[src/rtl/dcc_tap_scheduler.sv]
// Dilated causal convolution tap scheduler.
// Per accepted sample: write it into the circular activation cache, issue K
// dilated tap reads (one every cycle), drive the shared MAC one cycle behind
// each read, then rescale the 2W-bit accumulator to W-bit Q(I).(W-I) with
// saturation and hold it on a valid/ready output.
// Optional build macro DCC_ROUND_EN: round-half-up before the rescale shift
// (default build truncates).
module dcc_tap_scheduler #(
  parameter int W      = 16,
  parameter int I      = 4,
  parameter int K      = 4,
  parameter int D      = 2,
  parameter int ADDR_W = 4,
  localparam int TAP_W = (K > 1) ? $clog2(K) : 1
) (
  input  logic                    clk,
  input  logic                    rst,
  input  logic                    in_valid,
  output logic                    in_ready,
  input  logic [W-1:0]            in_data,
  output logic                    cache_wr_en,
  output logic [ADDR_W-1:0]       cache_wr_addr,
  output logic [W-1:0]            cache_wr_data,
  output logic                    cache_rd_en,
  output logic [ADDR_W-1:0]       cache_rd_addr,
  output logic                    mac_en,
  output logic                    mac_clr,
  output logic                    mac_zero,
  output logic [TAP_W-1:0]        mac_tap,
  input  logic signed [2*W-1:0]   mac_acc,
  output logic                    out_valid,
  input  logic                    out_ready,
  output logic [W-1:0]            out_data,
  output logic                    out_sat,
  output logic                    busy
);

  localparam int FILL_MAX = (K - 1) * D;
  localparam int FILL_W   = (FILL_MAX > 0) ? $clog2(FILL_MAX + 1) : 1;
  localparam int SHIFT    = W - I;

  // Saturation bounds of the W-bit output, sign-extended to 2W bits
  localparam logic signed [2*W-1:0] SAT_MAX = {{(W+1){1'b0}}, {(W-1){1'b1}}};
  localparam logic signed [2*W-1:0] SAT_MIN = {{(W+1){1'b1}}, {(W-1){1'b0}}};

  typedef enum logic [2:0] {
    S_IDLE,
    S_READ,
    S_DRAIN,
    S_CAPTURE,
    S_OUT
  } state_t;

  state_t              state, state_nxt;
  logic [TAP_W-1:0]    tap_cnt;
  logic [ADDR_W-1:0]   wr_ptr;
  logic [FILL_W-1:0]   fill;
  logic                accept;
  logic [31:0]         tap_off;

  logic                mac_en_p1;
  logic                mac_clr_p1;
  logic                mac_zero_p1;
  logic [TAP_W-1:0]    mac_tap_p1;

  logic signed [W-1:0] res_data_p2;
  logic                res_sat_p2;

  // Rescale accumulator to Q(I).(W-I); returns {saturated, data}
  function automatic logic [W:0] scale_sat(input logic signed [2*W-1:0] acc);
    logic signed [2*W-1:0] biased;
    logic signed [2*W-1:0] s;
`ifdef DCC_ROUND_EN
    biased = acc + signed'((2*W)'(64'd1 << (SHIFT - 1)));
`else
    biased = acc;
`endif
    s = biased >>> SHIFT;
    if (s > SAT_MAX)      return {1'b1, SAT_MAX[W-1:0]};
    else if (s < SAT_MIN) return {1'b1, SAT_MIN[W-1:0]};
    else                  return {1'b0, s[W-1:0]};
  endfunction

  // Tap offset behind the newest sample, in cache entries
  assign tap_off = 32'(tap_cnt) * 32'(D);

  // Next-state logic and the combinational stream/cache outputs
  always_comb begin
    state_nxt     = state;
    accept        = 1'b0;
    case (state)
      S_IDLE: begin
        if (in_valid && rst) begin
          accept    = 1'b1;
          state_nxt = S_READ;
        end
      end
      S_READ: begin
        if (tap_cnt == TAP_W'(K - 1)) state_nxt = S_DRAIN;
      end
      S_DRAIN:   state_nxt = S_CAPTURE;
      S_CAPTURE: state_nxt = S_OUT;
      S_OUT: begin
        if (out_ready) state_nxt = S_IDLE;
      end
      default:   state_nxt = S_IDLE;
    endcase

    in_ready      = (state == S_IDLE);
    cache_wr_en   = accept;
    cache_wr_addr = accept ? wr_ptr : '0;
    cache_wr_data = accept ? in_data : '0;
    cache_rd_en   = (state == S_READ);
    cache_rd_addr = (state == S_READ) ? (wr_ptr - tap_off[ADDR_W-1:0]) : '0;
    out_valid     = (state == S_OUT);
    busy          = (state != S_IDLE);
  end

  // State register, tap counter, write pointer and warm-up fill level
  always_ff @(posedge clk or negedge rst) begin
    if (!rst) begin
      state   <= S_IDLE;
      tap_cnt <= '0;
      wr_ptr  <= '0;
      fill    <= '0;
    end else begin
      state <= state_nxt;
      if (state == S_READ) tap_cnt <= tap_cnt + TAP_W'(1);
      else                 tap_cnt <= '0;
      if (state == S_OUT && out_ready) begin
        wr_ptr <= wr_ptr + ADDR_W'(1);
        if (fill != FILL_W'(FILL_MAX)) fill <= fill + FILL_W'(1);
      end
    end
  end

  // p1: MAC controls trail each cache read by one cycle (RAM read latency)
  always_ff @(posedge clk or negedge rst) begin
    if (!rst) begin
      mac_en_p1   <= 1'b0;
      mac_clr_p1  <= 1'b0;
      mac_zero_p1 <= 1'b0;
      mac_tap_p1  <= '0;
    end else begin
      mac_en_p1   <= (state == S_READ);
      mac_clr_p1  <= (state == S_READ) && (tap_cnt == '0);
      mac_zero_p1 <= (state == S_READ) && (tap_off > 32'(fill));
      mac_tap_p1  <= (state == S_READ) ? tap_cnt : '0;
    end
  end

  // p2: rescaled result captured once the accumulator has settled
  always_ff @(posedge clk or negedge rst) begin
    if (!rst) begin
      res_data_p2 <= '0;
      res_sat_p2  <= 1'b0;
    end else if (state == S_CAPTURE) begin
      {res_sat_p2, res_data_p2} <= scale_sat(mac_acc);
    end
  end

  assign mac_en   = mac_en_p1;
  assign mac_clr  = mac_clr_p1;
  assign mac_zero = mac_zero_p1;
  assign mac_tap  = mac_tap_p1;
  assign out_data = res_data_p2;
  assign out_sat  = res_sat_p2;

endmodule

[config.mk]
export PLATFORM = sky130hd
export DESIGN_NAME = dcc_tap_scheduler
export DESIGN_NICKNAME = d
export VERILOG_FILES = /design/src/rtl/dcc_tap_scheduler.sv
export SDC_FILE = /design/constraint.sdc
export NUM_CORES = 1
export LEC_CHECK = 0
export ABC_AREA = 1
export ABC_CLOCK_PERIOD_IN_PS = 2050
export BUFFER_PORTS_ARGS = -buffer_cell sky130_fd_sc_hd__buf_4
export CORE_MARGIN = 1.5
export CORE_UTILIZATION = 48
export DETAILED_ROUTE_END_ITERATION = 8
export PLACE_DENSITY = 0.85
export SKIP_CTS_REPAIR_TIMING = 1
export SLEW_MARGIN = 30
export SYNTH_ARGS = -nofsm -noshare
export SYNTH_HDL_FRONTEND = slang
export SYNTH_SLANG_ARGS = --single-unit
[constraint.sdc]
create_clock -name clk -period 2.05 [get_ports clk]
set_input_delay 0.3075 -clock clk [delete_from_list [all_inputs] [get_ports clk]]
set_output_delay 0.3075 -clock clk [all_outputs]
set_load 0.01 [all_outputs]
==> results of run 1 <==
## stage by stage
step	hold slack, ns	std cells
after floorplan	0.0119	258
after global placement	0.379	392
after CTS	0.0674	400
final	0.0536	402
after global routing	0.0783	402
after detailed placement	0.383	392
## flip-flops by register name, summed over array words and instances, names as in the netlist
register and flops:
fill 3, mac_en 1, state 3, out_sat 1
mac_zero 1, mac_clr 1, wr_ptr 4, out_data 16
tap_cnt 2, mac_tap 2
## final cells by class
type | count | share of cell area [%]
clock buffer | 6 | 2.99
clock inverter | 2 | 2.17
inverter | 58 | 7.88
multi-input combinational | 160 | 28.4
sequential | 34 | 30.8
tap | 48 | 2.17
timing repair buffer | 94 | 25.5
## cells by family after synthesis
logic type | count (synthesis)
DFF | 34
xor gates and xnor gates | 3
buffers and inverters | 64
and+or+nand+nor | 138
adders and majority gates | 9
AOI/OAI and AO/OA | 10
## report_power, final
| part | internal (mW) | switching, mW | total [mW] |
|---|---|---|---|
| combinational | 0.729 | 0.816 | 1.55 |
| clock | 0.519 | 0.252 | 0.770 |
| sequential | 0.935 | 0.192 | 1.13 |
| total | 2.18 | 1.26 | 3.44 |
## cells in the mapped netlist
master,number
nor2_1,30
o21ai_0,8
ha_1,8
nand3_2,2
nand2_2,1
inv_1,53
nand2_1,87
fa_1,1
buf_2,2
dfrtp_1,34
inv_2,5
buf_6,3
a21oi_1,2
buf_4,1
nor3_4,1
xnor2_1,1
xor2_1,2
nor2_2,10
nor2_4,1
nand3_1,6
## per-layer routing
metal	global-route usage [%]	part of all wire [%]
met5	0	0
met4	11.7	3.0
met3	6.30	8.9
met2	37.1	49
met1	23.6	39
## worst max-delay path by stage
stage,end,slack (ns)
after floorplan,cache_rd_addr[3],0.45
after global placement,cache_rd_addr[3],0.37
after detailed placement,cache_rd_addr[3],0.35
after CTS,cache_rd_addr[3],0.03
after global routing,cache_wr_addr[0],0.03
final,cache_rd_addr[2],0.11
==> impl_metrics.csv, run 1 <==
group,metric,value,unit
setup_path,cp_num_cells,5,
die,start_util,50.8,%
setup_path,cp_slowest_cell,"fa_2",
layout,nFillCells,316,
die,die_area,4350,µm²
timing,rsz0062_at_grt,"no",
die,num_rows,22,
logic_synthesis,syn_area,1900,µm²
setup_path,critPathKind,"flop to output port",
layout,post-route-util,73.8,%
setup_path,r2r_setup_slack,0.72,ns
timing,worst_pin_slew,0.502,ns
clock_tree,clkTransAtPathRegs,0.07,ns
timing,skew,0.00364,ns
setup_path,cp_top_family,"adder cells",
layout,final_cell_mix,"94 x buf_4, 87 x nand2_1, 52 x inv_1",
grt,grt.overflow.total,0,
clock_tree,numCtsBuffers,5,
clock_tree,clkLatencyLatePin,0.29,ns
logic_synthesis,synth_xor_area_share,1.38,%
setup_path,endpoint_kind,"output port",
setup_path,reg2reg_depth,5,
setup_path,crit_arrival,1.63,ns
placed_design,place_ws,0.348,ns
layout,layout_commonest_cell,"buf_4",
placed_design,routabilityCongestion,0.801,
setup_path,cp-startpoint,"wr_ptr[1]$_DFFE_PN0P_",
logic_synthesis,yosysSeqAreaShare,44.7,%
status,status,"complete, no violations",
timing,hold_viol,0,
logic_synthesis,yosys_warnings,0,
logic_synthesis,synthCells,258,
logic_synthesis,syn_area_per_cell,7.37,µm²
logic_synthesis,yosys.area_share.simple,30.8,%
logic_synthesis,synth_top_family_by_area,"simple AND/OR/NAND/NOR gates",
setup_path,worstPathCellList,"inv_2, ha_1, fa_2, nor2_1, buf_4",
logic_synthesis,yosys.area.top_type,"dfrtp_1",
min_path,min_path_type,"input pin to async pin",
die,core,3740,µm²
power_and_ir_drop,design_power_total,3.44,mW
clock_tree,cts_sinks,34,
power_and_ir_drop,power.leakage,1.67,nW
timing,setup_viol,0,
die,fp.dieH,65.9,µm
logic_synthesis,yosys-top-cells-area,"dfrtp_1 45%, nand2_1 17%, inv_1 10%",
logic_synthesis,yosysTopAreaCellShare,44.7,%
detailed_routing,drt_wl_total,4360,µm
timing,fmax,0.517,GHz
job,cap_violations,0,
logic_synthesis,synth_seq_cells,34,
detailed_routing,dr.pass1.iters,4,
layout,antenna_cells,0,
die,die_w,65.9,µm
setup_path,r2r-start,"state[1]$_DFFE_PN0P_",
placed_design,post_dp_cell_area,2600,µm²
logic_synthesis,synth.area.mux_share,0,%
clock_tree,root_buffer,"clkbuf_8",
placed_design,dp_hpwl,3180,µm
grt,grt_max_degree,35,
setup_path,max_stage_delay,0.52,ns
layout,final_area,2760,µm²
setup_path,crit_path_start_kind,"flop",
layout,seq_area,852,µm²
detailed_routing,routed_via_density,4.54,
power_and_ir_drop,powerDensity,1250,nW/µm²
detailed_routing,drc,0,
placed_design,portBuffers,90,
layout,syn_to_final_growth,45.3,%
timing,slew_violations,0,
logic_synthesis,synth_fa_ha_area_share,6.32,%
layout,layout-drive-gt1-share,35.3,%
logic_synthesis,ys_types,20,
clock_tree,cts_buffer_depth,2,
layout,multi_input_area,785,µm²
setup_path,crit_buf_inv,2,
logic_synthesis,syn-num-nets,319,
setup_path,crit_required,1.74,ns
grt,grt_pass1_vias,1651,
timing,timing.setup.tns,0,ns
setup_path,crit_path_max_fanout,3,
timing,fin_ws,0.114,ns
clock_tree,h-tree-depth,2,
die,ios,103,
detailed_routing,ant_nets,0,
detailed_routing,drt_iter0_drc,51,
clock_tree,cts_tree,"done",
logic_synthesis,synth-compound-area-share,2.63,%
layout,final_nets,414,
power_and_ir_drop,max-vdd-ir-drop,0.724,mV
detailed_routing,wl_per_cell,10.9,µm
setup_path,worst_r2r_endpoint,"fill[1]$_DFFE_PN0P_",
timing,fin_crit_sh,94.4,%
timing,slew-limit-headroom,66.4,%
grt,grtUsageTotal,21.5,%
grt,grt_pass1_wl,7020,µm
grt,antenna_found_initial,0,
timing,min_period,1.94,ns
detailed_routing,vias,1827,
No activity file was read; power rests on OpenSTA's default activity.
==> run 2, diff against run 1 <==
--- a/config.mk
+++ b/config.mk
@@ -6,12 +6,12 @@
 export NUM_CORES = 1
 export LEC_CHECK = 0
 export ABC_AREA = 1
-export ABC_CLOCK_PERIOD_IN_PS = 2050
+export ABC_CLOCK_PERIOD_IN_PS = 1600
 export BUFFER_PORTS_ARGS = -buffer_cell sky130_fd_sc_hd__buf_4
 export CORE_MARGIN = 1.5
-export CORE_UTILIZATION = 48
+export CORE_UTILIZATION = 40
 export DETAILED_ROUTE_END_ITERATION = 8
-export PLACE_DENSITY = 0.85
+export PLACE_DENSITY = 0.76
 export SKIP_CTS_REPAIR_TIMING = 1
 export SLEW_MARGIN = 30
 export SYNTH_ARGS = -nofsm -noshare
==> constraint.sdc (replaced) <==
create_clock -name clk -period 1.6 [get_ports clk]
set_input_delay 0.24 -clock clk [delete_from_list [all_inputs] [get_ports clk]]
set_output_delay 0.24 -clock clk [all_outputs]
set_load 0.01 [all_outputs]
==> run 2 against run 1 <==
Against the previous run:
- the flow now finishes with violations (negative hold slack, negative setup slack)
- global-route usage decreased by 3.9 points
- combinational power grew 58%
- non-clock buffer count is 10 higher
- final area rose by 11%
==> impl_metrics.csv, run 2 (synthesis gave the netlist of run 1 again) <==
group,metric,value,unit
setup_path,crit_path_start_kind,"flop",
grt,grt_pass1_vias,1738,
setup_path,cp_slowest_cell,"fa_2",
setup_path,worst_r2r_endpoint,"fill[1]$_DFFE_PN0P_",
placed_design,portBuffers,90,
setup_path,r2r-start,"state[0]$_DFFE_PN0P_",
placed_design,post_dp_cell_area,2650,µm²
power_and_ir_drop,design_power_total,4.83,mW
detailed_routing,routed_via_density,4.54,
timing,rsz0062_at_grt,"yes",
clock_tree,clkLatencyLatePin,0.29,ns
die,fp.dieH,72.0,µm
placed_design,dp_hpwl,3400,µm
detailed_routing,drt_iter0_drc,21,
clock_tree,cts_tree,"done",
clock_tree,cts_sinks,34,
layout,final_area,3070,µm²
clock_tree,root_buffer,"clkbuf_8",
layout,nFillCells,353,
detailed_routing,wl_per_cell,11.5,µm
clock_tree,numCtsBuffers,5,
detailed_routing,dr.pass1.iters,4,
layout,layout_commonest_cell,"buf_4",
setup_path,worstPathCellList,"ha_4, fa_2, nor2_1, buf_4",
power_and_ir_drop,powerDensity,1570,nW/µm²
job,cap_violations,0,
detailed_routing,vias,1895,
timing,fmax,0.540,GHz
timing,skew,0.00539,ns
status,status,"finished, violations left",
layout,largest_register_ffs,16,
clock_tree,cts_buffer_depth,2,
grt,grt_max_degree,35,
timing,slew_violations,0,
layout,final_nets,425,
die,ios,103,
detailed_routing,drc,0,
power_and_ir_drop,max-vdd-ir-drop,0.786,mV
grt,grt.overflow.total,0,
grt,antenna_found_initial,0,
die,num_rows,24,
timing,holdWs,-0.00193,ns
layout,antenna_cells,0,
setup_path,max_stage_delay,0.56,ns
min_path,min_path_type,"input pin to async pin",
grt,grtUsageTotal,17.6,%
detailed_routing,drt_wl_total,4780,µm
die,die_area,5180,µm²
placed_design,place_ws,0.0265,ns
grt,grt_pass1_wl,7080,µm
die,die_w,72.0,µm
layout,layout-drive-gt1-share,41.4,%
timing,slew-limit-headroom,66.0,%
setup_path,crit_required,1.36,ns
timing,hold_viol,3,
layout,final_cell_mix,"88 x buf_4, 87 x nand2_1, 52 x inv_1",
timing,fin_ws,-0.250,ns
setup_path,endpoint_kind,"output port",
placed_design,routabilityCongestion,0.860,
layout,syn_to_final_growth,61.3,%
detailed_routing,ant_nets,0,
clock_tree,h-tree-depth,2,
timing,setup_viol,22,
timing,fin_crit_sh,116,%
setup_path,critPathKind,"flop to output port",
die,core,4470,µm²
status,violations,"negative hold slack, negative setup slack",
setup_path,crit_path_max_fanout,2,
setup_path,crit_arrival,1.61,ns
timing,worst_pin_slew,0.509,ns
timing,min_period,1.85,ns
clock_tree,clkTransAtPathRegs,0.07,ns
setup_path,reg2reg_depth,6,
die,start_util,42.5,%
setup_path,r2r_setup_slack,0.23,ns
power_and_ir_drop,power.leakage,1.75,nW
-- run 2: cell count changes in the layout (fill, tap and decap cells not counted), moves of 2 or more --
cell / before / now
buf_4: 94 / 88
buf_6: 0 / 15
inv_2: 6 / 3
inv_4: 0 / 2
nor2_1: 30 / 17
nor2_2: 10 / 8
nor2_4: 1 / 16
-- run 2: area by class of cell --
cell class                 count  area (µm²)  area share [%]
clock buffer                   6        82.6            2.69
timing repair buffer         104         850            27.7
inverter                      58         230            7.50
sequential                    34         852            27.8
tap                           52        65.1            2.12
timing repair inverter         1        16.3           0.530
clock inverter                 2        60.1            1.96
multi-input combinational    160         912            29.7
-- run 2: how the worst max path moves through the flow --
stage | startpoint | end | slack [ns]
CTS | tap_cnt[0]$_DFF_PN0_ | cache_rd_addr[3] | -0.30
floorplan | tap_cnt[0]$_DFF_PN0_ | cache_rd_addr[3] | 0.07
global route | tap_cnt[0]$_DFF_PN0_ | cache_rd_addr[3] | -0.33
global placement | wr_ptr[1]$_DFFE_PN0P_ | cache_rd_addr[3] | 0.06
finish | tap_cnt[0]$_DFF_PN0_ | cache_rd_addr[2] | -0.25
detailed placement | tap_cnt[0]$_DFF_PN0_ | cache_rd_addr[3] | 0.03
-- run 2: worst max-delay path, delay by kind of cell, from the launching register on --
kind	cells	cell delay, ns
buffers and inverters	1	0.13
and+or+nand+nor	1	0.05
DFF	1	0.41
adders and majority gates	2	0.73
-- run 2: per-layer routing --
metal | part of all wire (%) | vias to the layer above | wire, µm | GRT usage [%]
met5 | 0 | - | 0 | 0
met3 | 6.6 | 8 | 317 | 4.31
met1 | 40 | 863 | 1930 | 19.2
li1 | - | 955 | - | -
met4 | 1.6 | 0 | 75 | 9.22
met2 | 52 | 69 | 2470 | 31.6
-- run 2: per-stage QoR --
stage | setup TNS, ns | util [%] | std cells
floorplan | 0 | - | 258
global placement | 0 | 59.3 | 402
detailed placement | 0 | 59.3 | 402
CTS | -3.96 | 62.4 | 410
global route | -4.23 | 68.6 | 417
finish | -2.72 | 68.6 | 417
-- run 2: power breakdown --
part           switching (mW)  internal, mW
Clock                   0.317         0.664
Sequential              0.202          1.20
Combinational            1.26          1.19
Total                    1.78          3.05
==> run 3, diff against run 2 <==
--- a/config.mk
+++ b/config.mk
@@ -6,7 +6,7 @@
 export NUM_CORES = 1
 export LEC_CHECK = 0
 export ABC_AREA = 1
-export ABC_CLOCK_PERIOD_IN_PS = 1600
+export ABC_CLOCK_PERIOD_IN_PS = 1700
 export BUFFER_PORTS_ARGS = -buffer_cell sky130_fd_sc_hd__buf_4
 export CORE_MARGIN = 1.5
 export CORE_UTILIZATION = 40
==> constraint.sdc (replaced) <==
create_clock -name clk -period 1.7 [get_ports clk]
set_input_delay 0.255 -clock clk [delete_from_list [all_inputs] [get_ports clk]]
set_output_delay 0.255 -clock clk [all_outputs]
set_load 0.01 [all_outputs]
==> run 3 against run 2 <==
Against the previous run:
- the run ends with negative setup slack left
- largest power group unchanged
- sequential power is 4% lower
- power shrank 15%
- non-clock buffer count did not move
- clock skew fell by 0.0021 ns
- critical path depth up 2
- global-route usage shrank 0.15 points
- clock power shrank 41%
- cell count fell by 0.24%
==> impl_metrics.csv, run 3 (synthesis gave the netlist of run 1 again) <==
group,metric,value,unit
status,status,"finished, violations left",
status,violations,"negative setup slack",
clock_tree,root_buffer,"clkbuf_8",
grt,antenna_found_initial,0,
setup_path,r2r-start,"state[0]$_DFFE_PN0P_",
die,fp.dieH,72.0,µm
clock_tree,clkLatencyLatePin,0.28,ns
power_and_ir_drop,powerDensity,1420,nW/µm²
setup_path,crit_required,1.44,ns
power_and_ir_drop,max-vdd-ir-drop,0.769,mV
detailed_routing,dr.pass1.iters,4,
setup_path,r2r_setup_slack,0.33,ns
die,die_area,5180,µm²
layout,final_cell_mix,"100 x buf_4, 87 x nand2_1, 52 x inv_1",
timing,hold_viol,0,
die,die_w,72.0,µm
setup_path,crit_arrival,1.58,ns
job,cap_violations,0,
timing,fmax,0.546,GHz
layout,largest_register_ffs,16,
timing,setup_viol,8,
die,num_rows,24,
layout,final_nets,426,
placed_design,dp_hpwl,3340,µm
setup_path,critPathKind,"flop to output port",
detailed_routing,wl_per_cell,11.1,µm
die,core,4470,µm²
timing,worst_pin_slew,0.531,ns
detailed_routing,routed_via_density,4.54,
setup_path,crit_path_start_kind,"flop",
layout,layout-drive-gt1-share,40.4,%
clock_tree,cts_sinks,34,
placed_design,portBuffers,90,
layout,layout_commonest_cell,"buf_4",
timing,fin_ws,-0.131,ns
timing,holdWs,0.0274,ns
power_and_ir_drop,power.leakage,1.70,nW
clock_tree,h-tree-depth,2,
timing,slew_violations,0,
die,ios,103,
layout,final_area,2890,µm²
timing,min_period,1.83,ns
layout,nFillCells,400,
layout,syn_to_final_growth,51.8,%
clock_tree,cts_tree,"done",
die,start_util,42.5,%
setup_path,crit_path_max_fanout,3,
setup_path,endpoint_kind,"output port",
detailed_routing,drt_wl_total,4630,µm
placed_design,routabilityCongestion,0.836,
timing,skew,0.00325,ns
power_and_ir_drop,design_power_total,4.11,mW
timing,fin_crit_sh,108,%
placed_design,post_dp_cell_area,2630,µm²
detailed_routing,vias,1890,
layout,antenna_cells,0,
grt,grt_max_degree,35,
grt,grt_pass1_vias,1721,
min_path,min_path_type,"input pin to async pin",
setup_path,worst_r2r_endpoint,"fill[1]$_DFFE_PN0P_",
clock_tree,cts_buffer_depth,2,
placed_design,place_ws,0.0763,ns
detailed_routing,ant_nets,0,
timing,slew-limit-headroom,64.5,%
grt,grt.overflow.total,0,
detailed_routing,drc,0,
detailed_routing,drt_iter0_drc,53,
grt,grt_pass1_wl,7150,µm
setup_path,reg2reg_depth,5,
clock_tree,clkTransAtPathRegs,0.06,ns
timing,rsz0062_at_grt,"yes",
clock_tree,numCtsBuffers,5,
grt,grtUsageTotal,17.5,%
[run 3: changes by cell type in the layout (fill, tap and decap cells not counted), moves of 2 or more]
cell,delta
buf_4,+12
buf_6,-11
nor2_2,+7
nor2_1,+3
nor2_4,-10
bufinv_16,-2
[run 3: how the worst max path moves through the flow]
stage | startpoint | to | slack, ns
2_1_floorplan | tap_cnt[0]$_DFF_PN0_ | cache_rd_addr[3] | 0.15
3_3_place_gp | wr_ptr[1]$_DFFE_PN0P_ | cache_rd_addr[3] | 0.12
3_5_place_dp | wr_ptr[1]$_DFFE_PN0P_ | cache_rd_addr[3] | 0.08
4_1_cts | wr_ptr[1]$_DFFE_PN0P_ | cache_rd_addr[3] | -0.24
5_1_grt | wr_ptr[1]$_DFFE_PN0P_ | cache_rd_addr[3] | -0.20
6_report | wr_ptr[1]$_DFFE_PN0P_ | cache_rd_addr[3] | -0.13
[run 3: per-stage QoR]
stage | utilization [%] | setup TNS [ns] | cells
floorplan | - | 0 | 258
global placement | 58.8 | 0 | 399
global route | 64.5 | -1.53 | 416
CTS | 60.6 | -1.63 | 405
detailed placement | 58.8 | 0 | 399
finish | 64.5 | -0.420 | 416
[run 3: area by class of cell]
class,instances,area [µm²],share of cell area [%]
repair buffers,104,796,27.6
multi-input cells,160,847,29.3
repair inverters,2,17.5,0.607
well taps,52,65.1,2.25
inverters,58,225,7.80
flip-flops and latches,34,853,29.6
clock buffers,6,82.6,2.86
[run 3: metal layers]
metal | GRT usage, % | up-vias | wire length [µm]
li1 | - | 958 | -
met1 | 20.7 | 864 | 1860
met2 | 29.7 | 60 | 2360
met3 | 4.86 | 8 | 322
met4 | 7.55 | 0 | 84
met5 | 0 | - | 0
[run 3: worst max-delay path, stage by stage, from the launching register on]
cell	delay, ns
dfrtp_1	0.38
inv_2	0.07
ha_4	0.16
fa_2	0.33
xnor2_1	0.17
nor2_1	0.06
buf_4	0.14
[run 3: report_power, final]
part           leakage [nW]  internal, mW  switching (mW)
Sequential            0.421          1.13           0.224
Clock                0.0431         0.312           0.269
Combinational          1.24          1.07            1.10
Total                  1.70          2.51            1.60
